==> src/rtl/regfile_wb_arbiter.sv <==
// Write-back arbiter for register_file_v1: round-robin over N_REQ requesters onto two write ports.
// A zeroing walk clears x0..x31 after reset. Define REGFILE_ARB_STATS_EN for conflict/grant counters.
module regfile_wb_arbiter #(
  parameter int N_REQ     = 4,
  parameter int DATA_W    = 32,
  parameter int ADDR_W    = 5,
  parameter int INIT_ZERO = 1
) (
  input  logic                    clk,
  input  logic                    rst,
  input  logic [N_REQ-1:0]        req_valid,
  output logic [N_REQ-1:0]        req_ready,
  input  logic [N_REQ*ADDR_W-1:0] req_addr,
  input  logic [N_REQ*DATA_W-1:0] req_data,
  input  logic                    hold,
  output logic [ADDR_W-1:0]       rf_reg_addr1,
  output logic [ADDR_W-1:0]       rf_reg_addr2,
  output logic [DATA_W-1:0]       rf_wr_data1,
  output logic [DATA_W-1:0]       rf_wr_data2,
  output logic [1:0]              rf_rdwr_config,
  output logic                    rf_link_reg,
`ifdef REGFILE_ARB_STATS_EN
  output logic [15:0]             conflict_cnt,
  output logic [15:0]             grant_cnt,
`endif
  output logic                    init_done
);
  localparam int PW = (N_REQ > 1) ? $clog2(N_REQ) : 1;

  typedef enum logic {S_INIT, S_RUN} state_t;

  state_t state, state_nxt;
  logic [3:0]    k;
  logic [PW-1:0] rr_ptr, rr_nxt, last_idx;
  logic [N_REQ-1:0][ADDR_W-1:0] addr_v;
  logic [N_REQ-1:0][DATA_W-1:0] data_v;

  logic          found_a, found_b;
  logic [PW-1:0] a_idx, b_idx;
`ifdef REGFILE_ARB_STATS_EN
  logic          conflict;
  logic [16:0]   grant_sum;
`endif

  assign addr_v      = req_addr;
  assign data_v      = req_data;
  assign rf_link_reg = 1'b0;

  always_comb begin
    state_nxt = state;
    if (state == S_INIT && k == 4'd15) state_nxt = S_RUN;
  end

  // Single rotating scan: first valid is A; next valid with a different (or zero) addr is B.
  always_comb begin
    int idx;
    req_ready = '0;
    found_a   = 1'b0;
    found_b   = 1'b0;
    a_idx     = '0;
    b_idx     = '0;
    idx       = 0;
`ifdef REGFILE_ARB_STATS_EN
    conflict  = 1'b0;
`endif
    if (rst && state == S_RUN && !hold) begin
      for (int j = 0; j < N_REQ; j++) begin
        idx = int'(rr_ptr) + j;
        if (idx >= N_REQ) idx = idx - N_REQ;
        if (req_valid[idx]) begin
          if (!found_a) begin
            found_a        = 1'b1;
            a_idx          = PW'(idx);
            req_ready[idx] = 1'b1;
          end else if (!found_b) begin
            if (addr_v[idx] != addr_v[a_idx] || addr_v[idx] == '0) begin
              found_b        = 1'b1;
              b_idx          = PW'(idx);
              req_ready[idx] = 1'b1;
            end
`ifdef REGFILE_ARB_STATS_EN
            else conflict = 1'b1;
`endif
          end
        end
      end
    end
  end

  assign last_idx = found_b ? b_idx : a_idx;
  assign rr_nxt   = (last_idx == PW'(N_REQ-1)) ? '0 : last_idx + 1'b1;

`ifdef REGFILE_ARB_STATS_EN
  assign grant_sum = {1'b0, grant_cnt} + {15'd0, found_a} + {15'd0, found_b};
`endif

  always_ff @(posedge clk or negedge rst) begin
    if (!rst) begin
      state          <= (INIT_ZERO != 0) ? S_INIT : S_RUN;
      k              <= '0;
      rr_ptr         <= '0;
      rf_reg_addr1   <= '0;
      rf_reg_addr2   <= '0;
      rf_wr_data1    <= '0;
      rf_wr_data2    <= '0;
      rf_rdwr_config <= '0;
      init_done      <= 1'b0;
`ifdef REGFILE_ARB_STATS_EN
      conflict_cnt   <= '0;
      grant_cnt      <= '0;
`endif
    end else begin
      state <= state_nxt;
      if (state == S_INIT) begin
        rf_reg_addr1   <= ADDR_W'({k, 1'b0});
        rf_reg_addr2   <= ADDR_W'({k, 1'b1});
        rf_wr_data1    <= '0;
        rf_wr_data2    <= '0;
        rf_rdwr_config <= 2'b11;
        k              <= k + 1'b1;
        if (k == 4'd15) init_done <= 1'b1;
      end else begin
        init_done <= 1'b1;
        // addr-0 grants are consumed but never write; ungranted ports keep addr/data
        rf_rdwr_config <= {found_b && addr_v[b_idx] != '0, found_a && addr_v[a_idx] != '0};
        if (found_a) begin
          rf_reg_addr1 <= addr_v[a_idx];
          rf_wr_data1  <= data_v[a_idx];
          rr_ptr       <= rr_nxt;
        end
        if (found_b) begin
          rf_reg_addr2 <= addr_v[b_idx];
          rf_wr_data2  <= data_v[b_idx];
        end
`ifdef REGFILE_ARB_STATS_EN
        if (conflict && conflict_cnt != 16'hFFFF) conflict_cnt <= conflict_cnt + 1'b1;
        grant_cnt <= grant_sum[16] ? 16'hFFFF : grant_sum[15:0];
`endif
      end
    end
  end
endmodule

==> config.mk <==
export PLATFORM = sky130hd
export DESIGN_NAME = regfile_wb_arbiter
export DESIGN_NICKNAME = d
export VERILOG_FILES = /design/src/rtl/regfile_wb_arbiter.sv
export SDC_FILE = /design/constraint.sdc
export NUM_CORES = 1
export LEC_CHECK = 0
export CORE_MARGIN = 1.5
export CORE_UTILIZATION = 25
export DETAILED_ROUTE_END_ITERATION = 6
export GPL_ROUTABILITY_DRIVEN = 0
export PLACE_DENSITY = 0.52
export SLEW_MARGIN = 20
export SYNTH_ARGS = -nofsm -noshare
export SYNTH_HDL_FRONTEND = slang
export SYNTH_SLANG_ARGS = --single-unit
==> constraint.sdc <==
create_clock -name clk -period 6.4 [get_ports clk]
set_clock_uncertainty 0.1 [all_clocks]
set_input_delay 1.28 -clock clk [delete_from_list [all_inputs] [get_ports clk]]
set_output_delay 1.28 -clock clk [all_outputs]
set_load 0.02 [all_outputs]
==> out/metrics.csv <==
metric,value,unit
finalCritPeriodShare,96.4,%
synthArstFlopShare,100,%
drv_cap,0,
postSynthAreaPerCell,7.39,um^2
clk_latency,340,ps
netlist_area,7640,um^2
min_path_cells,1,
ant_nets,0,
yosysWarnings,0,
cts_sinks,84,
grt_pass1_wl,48.8,mm
antenna_found_initial,0,
drt-initial-drc-count,603,
required,5020,ps
crit_fanout,4,
n_fill_cell,3076,
max_slew_margin,41.3,%
portBuffers,235,
synth_top_cell_by_area,dfrtp_1,
synth_area_leaders,"dfrtp_1, nand2_1, nand3_1",
fin_crit,6170,ps
fp.dieH,178,um
antenna_cells,0,
synth_flop_cell,dfrtp_1,
end_kind,output pin,
cts-htree-levels,3,
layout-drive-gt1-share,12.8,%
drv_slew,0,
power.leakage,0.00464,uW
yosysSeqAreaShare,27.5,%
cts_tree,yes,
synthCells,1035,
synth_edf_count,0,
fp.dieW,178,um
ir_drop,0.000197,V
dp_slack,-347,ps
power_density,515,nW/um^2
crit_arrival,4790,ps
rrSetupSlack,1370,ps
start_util,25.6,%
status,completed,
grt_pass1_vias,8224,
synth_top_area_share,27.5,%
ys_ff_latch,84,
vias,8618,
dpl.hpwl,22.0,mm
max_freq,162,MHz
fp-row-count,63,
worstSetupStartpointType,primary input,
rsz0062_at_grt,no,
avgRoutedWirePerCell,19.3,um
fin_setup_tns,0,ps
tightest_slew,881,ps
synth_fp_nets,1196,
die_area,31600,um^2
clockBufferDepth,2,
dr.pass1.iters,5,
most-common-layout-cells,"clkdlybuf4s50_1, nand2_1, nand3_1, nor2_1",
core,29900,um^2
yosysUniqueCellTypes,76,
synthToLayoutAreaGrowth,44.1,%
grt_max_degree,84,
viasPerCell,5.22,
wl,31.8,mm
hold_class,register to register,
ios,237,
critPathKind,primary input to output pin,
drcViolationCount,0,
cts_buffers,9,
final_common_cell,clkdlybuf4s50_1,
clockRootBuffer,clkbuf_16,
setup_slack,228,ps
worst-r2r-cell-count,18,
grt_overflow_total,0,
finalSetupViolCount,0,
finalHoldViolations,0,
fin_nets,1418,
grt.total_usage,20.0,%
clk_pin_slew,60,ps
[per-stage QoR]
step                power, uW  cells  hold slack [ps]  area [um^2]  utilization [%]
floorplan                3570   1035              360         7640                -
global placement         5070   1636              372        10700             35.8
detailed placement       5100   1636              386        10700             35.8
CTS                      5700   1651              401        11000             36.9
global route             6110   1651              418        11000             36.9
finish                   5670   1651              401        11000             36.9
[sequential cells by signal (all words and copies together), names as in the netlist]
name and count:
init_done 1, k 4, rf_rdwr_config 2, rf_reg_addr1 5, rf_reg_addr2 5, rf_wr_data1 32
rf_wr_data2 32, rr_ptr 2, state 1
[synth_stat cells, drive strengths merged, types with 2 or more instances]
cell / count
nand2b: 5
inv: 12
mux4: 23
mux2i: 18
o21ai: 93
and2: 6
a221o: 3
nand3b: 2
a221oi: 6
ha: 6
or2: 3
a311oi: 6
a32o: 2
nand4: 9
clkbuf: 56
mux2: 12
nor3b: 3
a222oi: 4
buf: 39
nor2b: 5
a2111oi: 8
xnor2: 12
and3: 35
a21oi: 17
a21boi: 2
dfrtp: 84
o31ai: 2
a31oi: 8
a21o: 3
a31o: 34
nor3: 5
a22oi: 5
o211ai: 3
nand2: 220
nor2: 112
or3b: 2
a22o: 2
nand3: 144
xor2: 4
a211oi: 6
[timing repair]
action | in CTS | in global routing
gates resized for setup | 8 | 8
setup buffers | 0 | 0
hold buffers | 0 | 0
setup endpoints to repair | 4 | 4
[area by class of cell]
cell class | instances | area [um^2] | area share, %
clock inverter | 4 | 72.6 | 0.659
multi-input combinational | 844 | 5120 | 46.5
inverter | 12 | 45.0 | 0.409
timing repair buffer | 306 | 2930 | 26.6
clock buffer | 11 | 253 | 2.30
tap | 390 | 488 | 4.43
sequential | 84 | 2100 | 19.1
[final timing paths]
| check | startpoint | end |
|---|---|---|
| worst max-delay path | req_valid[3] | req_ready[1] |
| worst min-delay path | k[3]$_DFFE_PN0N_ | k[3]$_DFFE_PN0N_ |
| worst max register to register | rr_ptr[0]$_DFFE_PN0P_ | rf_reg_addr2[3]$_DFFE_PN0P_ |
| worst min register to register | k[3]$_DFFE_PN0N_ | k[3]$_DFFE_PN0N_ |
| max in group asynchronous | rst | rf_wr_data1[18]$_DFFE_PN0P_ |
| min in group asynchronous | rst | rf_reg_addr2[3]$_DFFE_PN0P_ |
[power by group]
group | switching, uW | internal [uW]
registers | 132 | 768
clock network | 221 | 361
logic | 2330 | 1860
[layer usage]
metal	global-route usage (%)	vias to the layer above	wire length (um)
met5	0	-	0
met4	5.29	0	585
met3	6.02	38	3050
met2	32.1	356	14700
met1	26.0	4093	13400
li1	-	4131	-
[cell families after synthesis]
family,after synthesis,synth area share (%)
multiplexers,53,11.1
flip-flops,84,27.5
buffers and inverters,107,6.29
other,1,0.0491
AND/OR/NAND/NOR,559,33.3
XOR/XNOR,16,1.83
AO/OA/AOI/OAI,209,19.0
adder cells (fa/ha/maj),6,0.982
[worst max-delay path, cell delays in order]
cell and delay (ps):
clkdlybuf4s50_1 420, mux4_2 510, ha_1 290, inv_1 80, mux2i_4 220, buf_4 170
mux2i_1 210, xnor2_1 90, nor3_1 170, buf_4 150, o21ai_4 60, o211ai_2 170
and2_1 170, nand2_1 50, a21boi_0 180, buf_4 160, nand2_1 50, a21oi_1 160
clkbuf_2 190
Power figures use the tool's default switching activity.
